### config.mk
export PLATFORM = sky130hd
export DESIGN_NAME = regbank_write_arbiter
export DESIGN_NICKNAME = d
export VERILOG_FILES = /design/src/rtl/regbank_pkg.sv /design/src/rtl/rr_arbiter2.sv /design/src/rtl/regbank_write_arbiter.sv
export SDC_FILE = /design/constraint.sdc
export NUM_CORES = 1
export LEC_CHECK = 0
export CELL_PAD_IN_SITES_DETAIL_PLACEMENT = 0
export CELL_PAD_IN_SITES_GLOBAL_PLACEMENT = 1
export CORE_MARGIN = 2
export CORE_UTILIZATION = 32
export CTS_BUF_LIST = sky130_fd_sc_hd__clkbuf_2
export CTS_CLUSTER_SIZE = 30
export DETAILED_ROUTE_END_ITERATION = 10
export GPL_ROUTABILITY_DRIVEN = 0
export GPL_TIMING_DRIVEN = 0
export PLACE_DENSITY_LB_ADDON = 0.05
export SKIP_LAST_GASP = 1
export SYNTH_ARGS = -nofsm -noshare
export SYNTH_HDL_FRONTEND = slang
export SYNTH_SLANG_ARGS = --single-unit
### constraint.sdc
create_clock -name clk -period 2.4 [get_ports clk]
set_clock_uncertainty 0.15 [all_clocks]
set_input_delay 0.48 -clock clk [delete_from_list [all_inputs] [get_ports clk]]
set_output_delay 0.48 -clock clk [all_outputs]
set_load 0.02 [all_outputs]
### src/rtl/regbank_pkg.sv
// Shared constants for the register-bank write arbiter: widths, requester IDs
// and the two-state round-robin encoding.
package regbank_pkg;

  localparam int DATA_W   = 32;
  localparam int ADDR_W   = 4;
  localparam int NREG     = 16;

  localparam int REQ_ALU  = 0;
  localparam int REQ_LOAD = 1;

  localparam logic [0:0] PRI0 = 1'b0;
  localparam logic [0:0] PRI1 = 1'b1;

  // After a transfer the other requester gets the tie-break; idle cycles hold.
  function automatic logic [0:0] favour_after(input logic [1:0] grant,
                                              input logic [0:0] cur);
    if (grant[REQ_ALU])
      return PRI1;
    else if (grant[REQ_LOAD])
      return PRI0;
    else
      return cur;
  endfunction

endpackage

### src/rtl/rr_arbiter2.sv
// Two-requester grant selection; a lone requester always wins, ties go to
// whichever requester the state favours.
module rr_arbiter2
  import regbank_pkg::*;
(
  input  logic [1:0] valid,
  input  logic [0:0] state,
  output logic [1:0] grant
);

  always_comb begin
    grant = 2'b00;
    case (valid)
      2'b01: grant[REQ_ALU]  = 1'b1;
      2'b10: grant[REQ_LOAD] = 1'b1;
      2'b11: begin
        if (state == PRI1)
          grant[REQ_LOAD] = 1'b1;
        else
          grant[REQ_ALU] = 1'b1;
      end
      default: grant = 2'b00;
    endcase
  end

endmodule

### src/rtl/regbank_write_arbiter.sv
// Arbitrates ALU and load-unit writebacks onto one register-bank write port and
// tracks per-register pending-write (busy) bits for hazard checks.
module regbank_write_arbiter #(
  parameter int DATA_W = 32,
  parameter int ADDR_W = 4
) (
  input  logic                  clk,
  input  logic                  rst_n,
  input  logic [1:0]            req_valid,
  input  logic [2*ADDR_W-1:0]   req_dest,
  input  logic [2*DATA_W-1:0]   req_data,
  output logic [1:0]            req_ready,
  input  logic                  rsv_valid,
  input  logic [ADDR_W-1:0]     rsv_dest,
  input  logic [ADDR_W-1:0]     chk_addr1,
  input  logic [ADDR_W-1:0]     chk_addr2,
  output logic                  chk_busy1,
  output logic                  chk_busy2,
  output logic                  wr_en,
  output logic [ADDR_W-1:0]     wr_dest,
  output logic [DATA_W-1:0]     wr_data,
  output logic                  grant_id,
  output logic                  err_unres
);

  import regbank_pkg::*;

  localparam int NR = 1 << ADDR_W;

  logic [1:0]        grant;
  logic [0:0]        state_reg;
  logic [NR-1:0]     busy_reg;
  logic [NR-1:0]     busy_next;
  logic              wr_en_reg;
  logic [ADDR_W-1:0] wr_dest_reg;
  logic [DATA_W-1:0] wr_data_reg;
  logic              grant_id_reg;
  logic              err_unres_reg;

  logic [ADDR_W-1:0] dest_s [2];
  logic [DATA_W-1:0] data_s [2];
  logic              xfer;
  logic              sel;
  logic [ADDR_W-1:0] xfer_dest;

  genvar gi;
  generate
    for (gi = 0; gi < 2; gi++) begin : g_slice
      assign dest_s[gi] = req_dest[gi*ADDR_W +: ADDR_W];
      assign data_s[gi] = req_data[gi*DATA_W +: DATA_W];
    end
  endgenerate

  rr_arbiter2 u_arb (
    .valid (req_valid),
    .state (state_reg),
    .grant (grant)
  );

  // Nothing may be accepted while reset is held, so ready is gated by rst_n.
  assign req_ready = rst_n ? grant : 2'b00;
  assign xfer      = |req_ready;
  assign sel       = req_ready[REQ_LOAD];
  assign xfer_dest = dest_s[sel];

  // Clear first, then set, so a same-edge reserve of the written register wins.
  always_comb begin
    busy_next = busy_reg;
    if (xfer)
      busy_next[xfer_dest] = 1'b0;
    if (rsv_valid)
      busy_next[rsv_dest] = 1'b1;
  end

  always_ff @(posedge clk or negedge rst_n) begin
    if (!rst_n) begin
      state_reg     <= PRI0;
      busy_reg      <= '0;
      wr_en_reg     <= 1'b0;
      wr_dest_reg   <= '0;
      wr_data_reg   <= '0;
      grant_id_reg  <= 1'b0;
      err_unres_reg <= 1'b0;
    end else begin
      state_reg     <= favour_after(req_ready, state_reg);
      busy_reg      <= busy_next;
      wr_en_reg     <= xfer;
      err_unres_reg <= xfer & ~busy_reg[xfer_dest];
      if (xfer) begin
        wr_dest_reg  <= xfer_dest;
        wr_data_reg  <= data_s[sel];
        grant_id_reg <= sel;
      end
    end
  end

  assign chk_busy1 = busy_reg[chk_addr1];
  assign chk_busy2 = busy_reg[chk_addr2];
  assign wr_en     = wr_en_reg;
  assign wr_dest   = wr_dest_reg;
  assign wr_data   = wr_data_reg;
  assign grant_id  = grant_id_reg;
  assign err_unres = err_unres_reg;

endmodule
# Word level (Yosys, flattened, before mapping)
# Cells that the tools add are included.
# totals
word_cells,52
register_bits,56
inputBits,89
output_inout_bits,43
# classes
n_lt_le_gt_ge,7
n_mux,25
n_eq_ne,3
bitwise_logic,6
reduce_logical,4
# op_table
operator,n
$mux W32,3
$mux W16,2
$lt A4 B5 Y1 const B,4
$and A16 B16 Y16,1
$not A16 Y16,1
$or A16 B16 Y16,1
$bmux W1 S4,3
$mux W4,3
$mux W1,9
$demux W1 S4,2
$ge A4 B1 Y1 const B,2
$eq A2 B2 Y1 const B,2
$pmux W1 S2,2
$eq A2 B1 Y1 const B,1
$ge A2 B2 Y1 const B,1
$logic_and A1 B1 Y1,2
$mux W2,1
$not A1 Y2,1
$reduce_bool A2 Y1,1
$reduce_or A2 Y1,1
$and A1 B1 Y1,1
$not A1 Y1,1

# Depth between registers and ports, before layout
# depth
ltp_word,16
depth_mapped,7
mapped_depth_nobuf,6

# Hierarchy
# From an unflattened synthesis, not the netlist that was laid out.
# unflattened
hier_cells,278
area_unflattened_um2,2966.6
# modules_own_cells
mod,n_inst,cells_each,seq_area_each_um2,area_per_inst_um2
regbank_write_arbiter,1,275,1401.3,2947.8
rr_arbiter2,1,3,0.0,18.8

# Worst setup path before layout
# OpenSTA, ideal clock, no wires.
# synth_timing
kind,input to output
from,input chk_addr1[0]
to,output chk_busy1
n_path_buf,0
t_arrival_ns,1.485
required_ns,1.770
cell_stages,2
path_slack_ns,0.285
path_cell_list,mux4_2 -> mux4_2
# synth_between
elab_chain_cells,2
# synth_lines
item,line_no,text
from (decl),regbank_write_arbiter.sv:15,"input logic [ADDR_W-1:0] chk_addr1,"
$bmux W1 S4,regbank_write_arbiter.sv:97,assign chk_busy1 = busy_reg[chk_addr1];
$mux W1 (not written as such),regbank_write_arbiter.sv:97,
to (decl),regbank_write_arbiter.sv:17,"output logic chk_busy1,"
# No other way between the ends. The select of a mux whose other input is x is not followed.

# Worst setup path after layout
# layout_timing
from,register busy_reg[11]
to,output chk_busy2
# layout_between
elab_chain_cells,2
# layout_lines
item,line_no,text
from (decl),regbank_write_arbiter.sv:32,logic [NR-1:0] busy_reg;
from (signal assigned),regbank_write_arbiter.sv:86,busy_reg <= busy_next;
$bmux W1 S4,regbank_write_arbiter.sv:98,assign chk_busy2 = busy_reg[chk_addr2];
$mux W1 (not written as such),regbank_write_arbiter.sv:98,
to (decl),regbank_write_arbiter.sv:18,"output logic chk_busy2,"
# No other way between the ends. The select of a mux whose other input is x is not followed.

==> impl_results.md <==
- Flops & latches, synth: 56
- Asr flop ratio synth: 100%
- Failing checks: negative setup slack
- Hold WS: 158 ps
- R2r startpoint: state_reg$_DFFE_PN0N_
- Avg Synthesized Cell Area: 10.3 sq um
- Synth area leader: dfrtp_1
- Leak Pwr: roughly 1.8 nW
- Critical path capture point type: output port
- CP Launch Point: busy_reg[11]$_DFF_PN0_
- GRT overflow: 0
- Nets: 518
- Clock Path Buffers: 2
- Pwr dens: 584 nW/um^2
- Fillers: between 800 and 900
- CP peak stage delay: 490 ps
- CTS tree: done
- Final Worst Setup Slack: -292 ps
- Count leader, synth: dfrtp_1
- I/O Pins: roughly 130
- Hold WC Path Type: in -> reg
- CP max-delay cell: dfrtp_1
- Part of the cycle the worst path needs: 112%
- Layout cells sized above 1: around 10%
- Total wire length: ~9000 um
- Post-route ant nets: 0
- YS warnings: 0
- Critical Path RT: 1770 ps
- Crit path DAT: 2060 ps
- RSZ-0062 raised after global routing: yes
- Status: finished with violations
- DP Wirelength: 6910 um
- IO Port Bufs: ~130
- Mean routed wirelength per cell: around 17 um
- Critical-path cell list: mux4_2, mux4_2, buf_6
- Die area: 9950 sq um
- Largest net degree at the start of global routing: 36
- Startpoint type of the worst setup path: register
- Post-synth cell types: 35
- Post-synthesis sequential area ratio: a little under half
- Syn Std Cell Area: between 2000 and 3000 sq um
- Drt drc: 0
- Setup_tns: -584 ps
- H-tree levels: 2
- Max-Cap Viols: 0
- Gr usage total: a little under a fifth
- Setup Slack @ Placement: -1100 ps
- Area Growth Syn to Fin: 53.7%
- Clock sinks: 56
- Critical path's most frequent cell: mux4_2
- Worst-Skew Late Latency: around 460 ps
- TritonCTS Buffers: 5
- Initial antenna violation count: 0
- Final setup fails: 2
- Net Count, Synth: 374
- Clock slew at the register clock pins of the worst setup and hold paths: roughly 280 ps
- Site Rows: 34
- Top_reg_cell synth: dfrtp_1
- DRT iter0 DRCs: 66
- Vias: between 2,000 and 3,000
- VDD IR max: between 0.0002 and 0.0003 V
- Final hold vios: 0
- Least-Margin Pin Slew: between 1000 and 1500 ps
- Largest cells by area after synthesis: dfrtp_1 48%, mux2i_1 12%, o21ai_1 9.4%
- Via-to-Cell Ratio: ~5.0
- Synth top area share: 47.8%
- Min-delay src: rst_n
- Root Buffer: clkbuf_2
- Vias in the first global route: around 2,800
- EDFF count, synth: 0
- Synth top cells by count: 56 x dfrtp_1, 55 x o21ai_1, 46 x nand2_1
- Critical-path maximum fanout: 4
- Fmax: 371 MHz
- Initial DRT Pass Iterations: 4
- Initial cell density of the core: 33.3%
- Final Max Tran Viols: 0
- Syn Inst Count: approximately 290
- Die Height: about 100 um
- Global-route wire length before repair: roughly 15,000 um
- Die width: 99.7 um
- Rel. slew slack: a little under a third
- Core area: a little under 9000 sq um
- Number of flip-flops in the largest register: 32
- Crit path kind: reg -> out
- Min Tclk post-route: 2690 ps
- ANT cells: 0
[cell families (layout without fill, tap and decap cells)]
group                  after synthesis  in the layout  share of synthesized area (%)
AO/OA/AOI/OAI                       83             83                           15.4
buffers and inverters               16            161                           2.56
flip-flops                          56             56                           47.8
multiplexers                        51             51                           22.0
AND/OR/NAND/NOR                     79             79                           12.3
[worst max-delay path: cells and delay by family, from the launching register on]
kind	cells	cell delay (ps)
flops	1	490
mux	2	970
buf+inv	1	150
[power by group]
| part | leakage (nW) | total [mW] | switching, mW | internal (mW) |
|---|---|---|---|---|
| Combinational | 1.09 | 1.04 | 0.473 | 0.563 |
| Sequential | 0.676 | 1.23 | 0.125 | 1.11 |
| Clock | 0.0302 | 0.366 | 0.300 | 0.0655 |
[what timing repair did]
item / CTS / global route
hold buffers: 2 / 0
endpoints found under the hold margin: 21 / 0
buffers inserted: 4 / 0
pin swaps: 1 / 0
resized for setup: 20 / 6
setup endpoints to repair: 13 / 12
[layout make-up]
cell class / count / area, sq um / area share (%)
clock inverter: 3 / 13.8 / 0.305
buffer: 11 / 67.6 / 1.50
multi-input combinational: 213 / 1480 / 32.8
timing repair buffer: 138 / 1370 / 30.5
clock buffer: 5 / 25.0 / 0.555
inverter: 4 / 15.0 / 0.333
sequential: 56 / 1400 / 31.1
tap: 108 / 135 / 3.00
[worst paths after layout]
kind                       cells after the start                       to  slack, ps
max in group asynchronous                      2  wr_data[31]$_DFFE_PN0N_        900
min in group asynchronous                      3  wr_data[15]$_DFFE_PN0N_        440
hold reg to reg                                2  wr_data[16]$_DFFE_PN0N_        370
setup reg to reg                               7      err_unres$_DFF_PN0_        210
hold / removal                                 3    state_reg$_DFFE_PN0N_        160
setup / recovery                               3                chk_busy2       -290
[placed cells by master (no fill, tap or decap), types with 5 or more instances in the layout]
master / synthesis / routed
clkdlybuf4s50_1: 0 / 124
dfrtp_1: 56 / 56
o21ai_1: 55 / 55
nand2_1: 46 / 45
mux2i_1: 35 / 34
o21ai_0: 14 / 14
mux4_2: 10 / 10
nor2_1: 9 / 9
nand3_1: 7 / 7
clkbuf_1: 7 / 7
clkbuf_2: 0 / 6
nand2b_1: 5 / 5
buf_4: 1 / 5
[routing by layer]
layer	GRT usage, %	share of wire [%]	vias up
met5	0	0	-
met3	3.09	5.7	8
met4	4.74	1.1	0
met2	32.0	49	92
met1	24.8	45	1285
li1	-	-	1322
[per-stage QoR]
stage,total power [mW],std cells,utilization (%),instance area [sq um]
2_1_floorplan,1.74,285,-,2930
3_3_place_gp,2.24,524,49.7,4380
3_5_place_dp,2.26,525,49.9,4390
4_1_cts,2.66,538,51.0,4490
5_1_grt,2.81,538,51.2,4510
6_report,2.63,538,51.2,4510
No activity file was read; power rests on OpenSTA's default activity.
==> RTL edit (config.mk and constraints unchanged) <==
`DATA_W` is set to 32 in 2 places; all go to 64.
--- a/src/rtl/regbank_pkg.sv
+++ b/src/rtl/regbank_pkg.sv
@@ -3,5 +3,5 @@
 package regbank_pkg;
 
-  localparam int DATA_W   = 32;
+  localparam int DATA_W   = 64;
   localparam int ADDR_W   = 4;
   localparam int NREG     = 16;
--- a/src/rtl/regbank_write_arbiter.sv
+++ b/src/rtl/regbank_write_arbiter.sv
@@ -2,5 +2,5 @@
 // tracks per-register pending-write (busy) bits for hazard checks.
 module regbank_write_arbiter #(
-  parameter int DATA_W = 32,
+  parameter int DATA_W = 64,
   parameter int ADDR_W = 4
 ) (
Ports: changed (resized req_data and wr_data); port bits go from 132 to 228. No check against the original RTL was run, so the function may have changed too.
==> RTL edit against the unedited design <==
Clock power rose by 130%; routed wire length rose by 57%; worst setup slack got worse by 0.071 ns; utilization rose by 3.0 points; area after synthesis rose by 50%; the run still ends with negative setup slack left; power rose by 63%; design area rose by 61%; sequential cell count rose by 32; sequential share of layout area fell by 0.67 points.
==> RTL edit: results (changes against the unedited design) <==
first-pass GRT wire length: 21910 um (was 14690 um)
TritonRoute pass-1 iters: 4 (unchanged)
top cells by count, synth: dfrtp_1 (88), nand2_1 (78), mux2i_1 (67) (was dfrtp_1 (56), o21ai_1 (55), nand2_1 (46))
largest net degree at the start of global routing: 45 (was 36)
final setup vio count: 2 (unchanged)
cts bufs inserted: 9 (was 5)
Compound-Gate Fraction of Synth Area: 13.75% (was 15.36%)
worst skew pair latency: 0.57 ns (was 0.46 ns)
Post-Route WL: 14000 um (was 8912 um)
Iter 0 DRT Violations: 133 (was 66)
setup TNS: -0.7196 ns (was -0.5837 ns)
maximum VDD drop: 0.0002325 V (was 0.0002658 V)
Leakage: 2.929 nW (was 1.797 nW)
worst-path fanout max: 4 (unchanged)
Post-Syn Area per Cell: 10.37 um2 (was 10.29 um2)
Root Buffer: clkbuf_2 (unchanged)
syn nets: 577 (was 374)
pre-CTS WS: -0.9013 ns (was -1.105 ns)
DP Area: 0.006913 mm2 (was 0.004394 mm2)
Slowest-stage cell, CP: mux4_2 (was dfrtp_1)
# H-tree levels: 3 (was 2)
initial antenna violation count: 1 (was 0)
synth top area cells: dfrtp_1 (50%), mux2i_1 (15%), o21ai_0 (7.3%) (was dfrtp_1 (48%), mux2i_1 (12%), o21ai_1 (9.4%))
synth unique cells: 37 (was 35)
Routed WL per cell: 16.25 um (was 16.57 um)
Setup WS post-layout: -0.3628 ns (was -0.2920 ns)
DR vias/cell: 4.843 (was 5.032)
failing checks: negative setup slack (unchanged)
Ys Warns: 0 (unchanged)
mux cell area share after synthesis: 21.98% (was 22.01%)
class of the worst hold path: input pin to flop (unchanged)
worst endpoint data arrival time: 2.13 ns (was 2.06 ns)
nets: 832 (was 518)
Clock transition at path regs: 0.22 ns (was 0.28 ns)
max FFs per register: 64 (was 32)
Longest Clk Path Bufs: 2 (unchanged)
XOR/XNOR Fraction of Synth Area: 0% (unchanged)
proportion of layout cells with a drive suffix above 1: 9.942% (was 9.767%)
Post-Synth Adder-Cell Area: 0% (unchanged)
Tot GR Track Use: 19.51% (was 18.72%)
crit-path max cell delay: 0.49 ns (about the same)
number of port buffers: 227 (was 131)
status: finished, violations left (unchanged)
post-detail-place hpwl: 10840 um (was 6914 um)
number of global-route vias before repair: 4246 (was 2828)
sequential-to-total area share from yosys stat: 50.10% (was 47.78%)
relative slew slack: 62.33% (was 31.81%)
ys async rst share: 100.0% (unchanged)
fill count: 1294 (was 856)
Remaining DRCs: 0 (unchanged)
RTL edit: path summary, 6_finish.rpt:
check | to | startpoint | slack (ns) | depth (start not counted)
min in group asynchronous | wr_data[32] | rst_n | 0.50 | 3
max | chk_busy1 | busy_reg[7] | -0.36 | 3
min | state_reg | rst_n | 0.13 | 4
max in group asynchronous | wr_data[36] | rst_n | 1.39 | 3
min reg2reg | wr_data[57] | wr_data[57] | 0.36 | 2
max reg2reg | err_unres | state_reg | 0.10 | 8
RTL edit: power by group:
part | total, mW | switching, mW | internal (mW)
Combinational | 1.57 | 0.716 | 0.856
Clock | 0.848 | 0.513 | 0.335
Sequential | 1.88 | 0.163 | 1.72
Total | 4.30 | 1.39 | 2.91
RTL edit: cell type report:
type,instances,area (um2),area share (%)
diodes,1,2.502,0.03458
plain buffers,23,135.1,1.867
clock buffers,9,45.04,0.6224
clock inverters,7,86.33,1.193
inverters,4,15.01,0.2075
multi-input cells,309,2088,28.86
flip-flops and latches,88,2202,30.43
well taps,176,220.2,3.043
repair buffers,244,2442,33.75
RTL edit: per-layer routing:
| layer | global-route usage [%] | routed length (um) | vias up |
|---|---|---|---|
| met4 | 7.112 | 203 | 0 |
| met3 | 7.002 | 1327 | 16 |
| met5 | 0 | 0 | - |
| li1 | - | - | 2020 |
| met1 | 23.74 | 5633 | 1980 |
| met2 | 31.88 | 6831 | 154 |
RTL edit: repair_timing:
action	in CTS	in global routing
hold buffers	3	0
endpoints found under the hold margin	44	0
setup buffers	8	5
resized for setup	28	6
pin swaps	1	0
setup endpoints to repair	63	7
RTL edit: critical path, delay by kind of cell, from the launching register on:
family                 cells  cell delay [ns]
buffers and inverters      1             0.15
multiplexers               2             0.96
flip-flops                 1             0.46
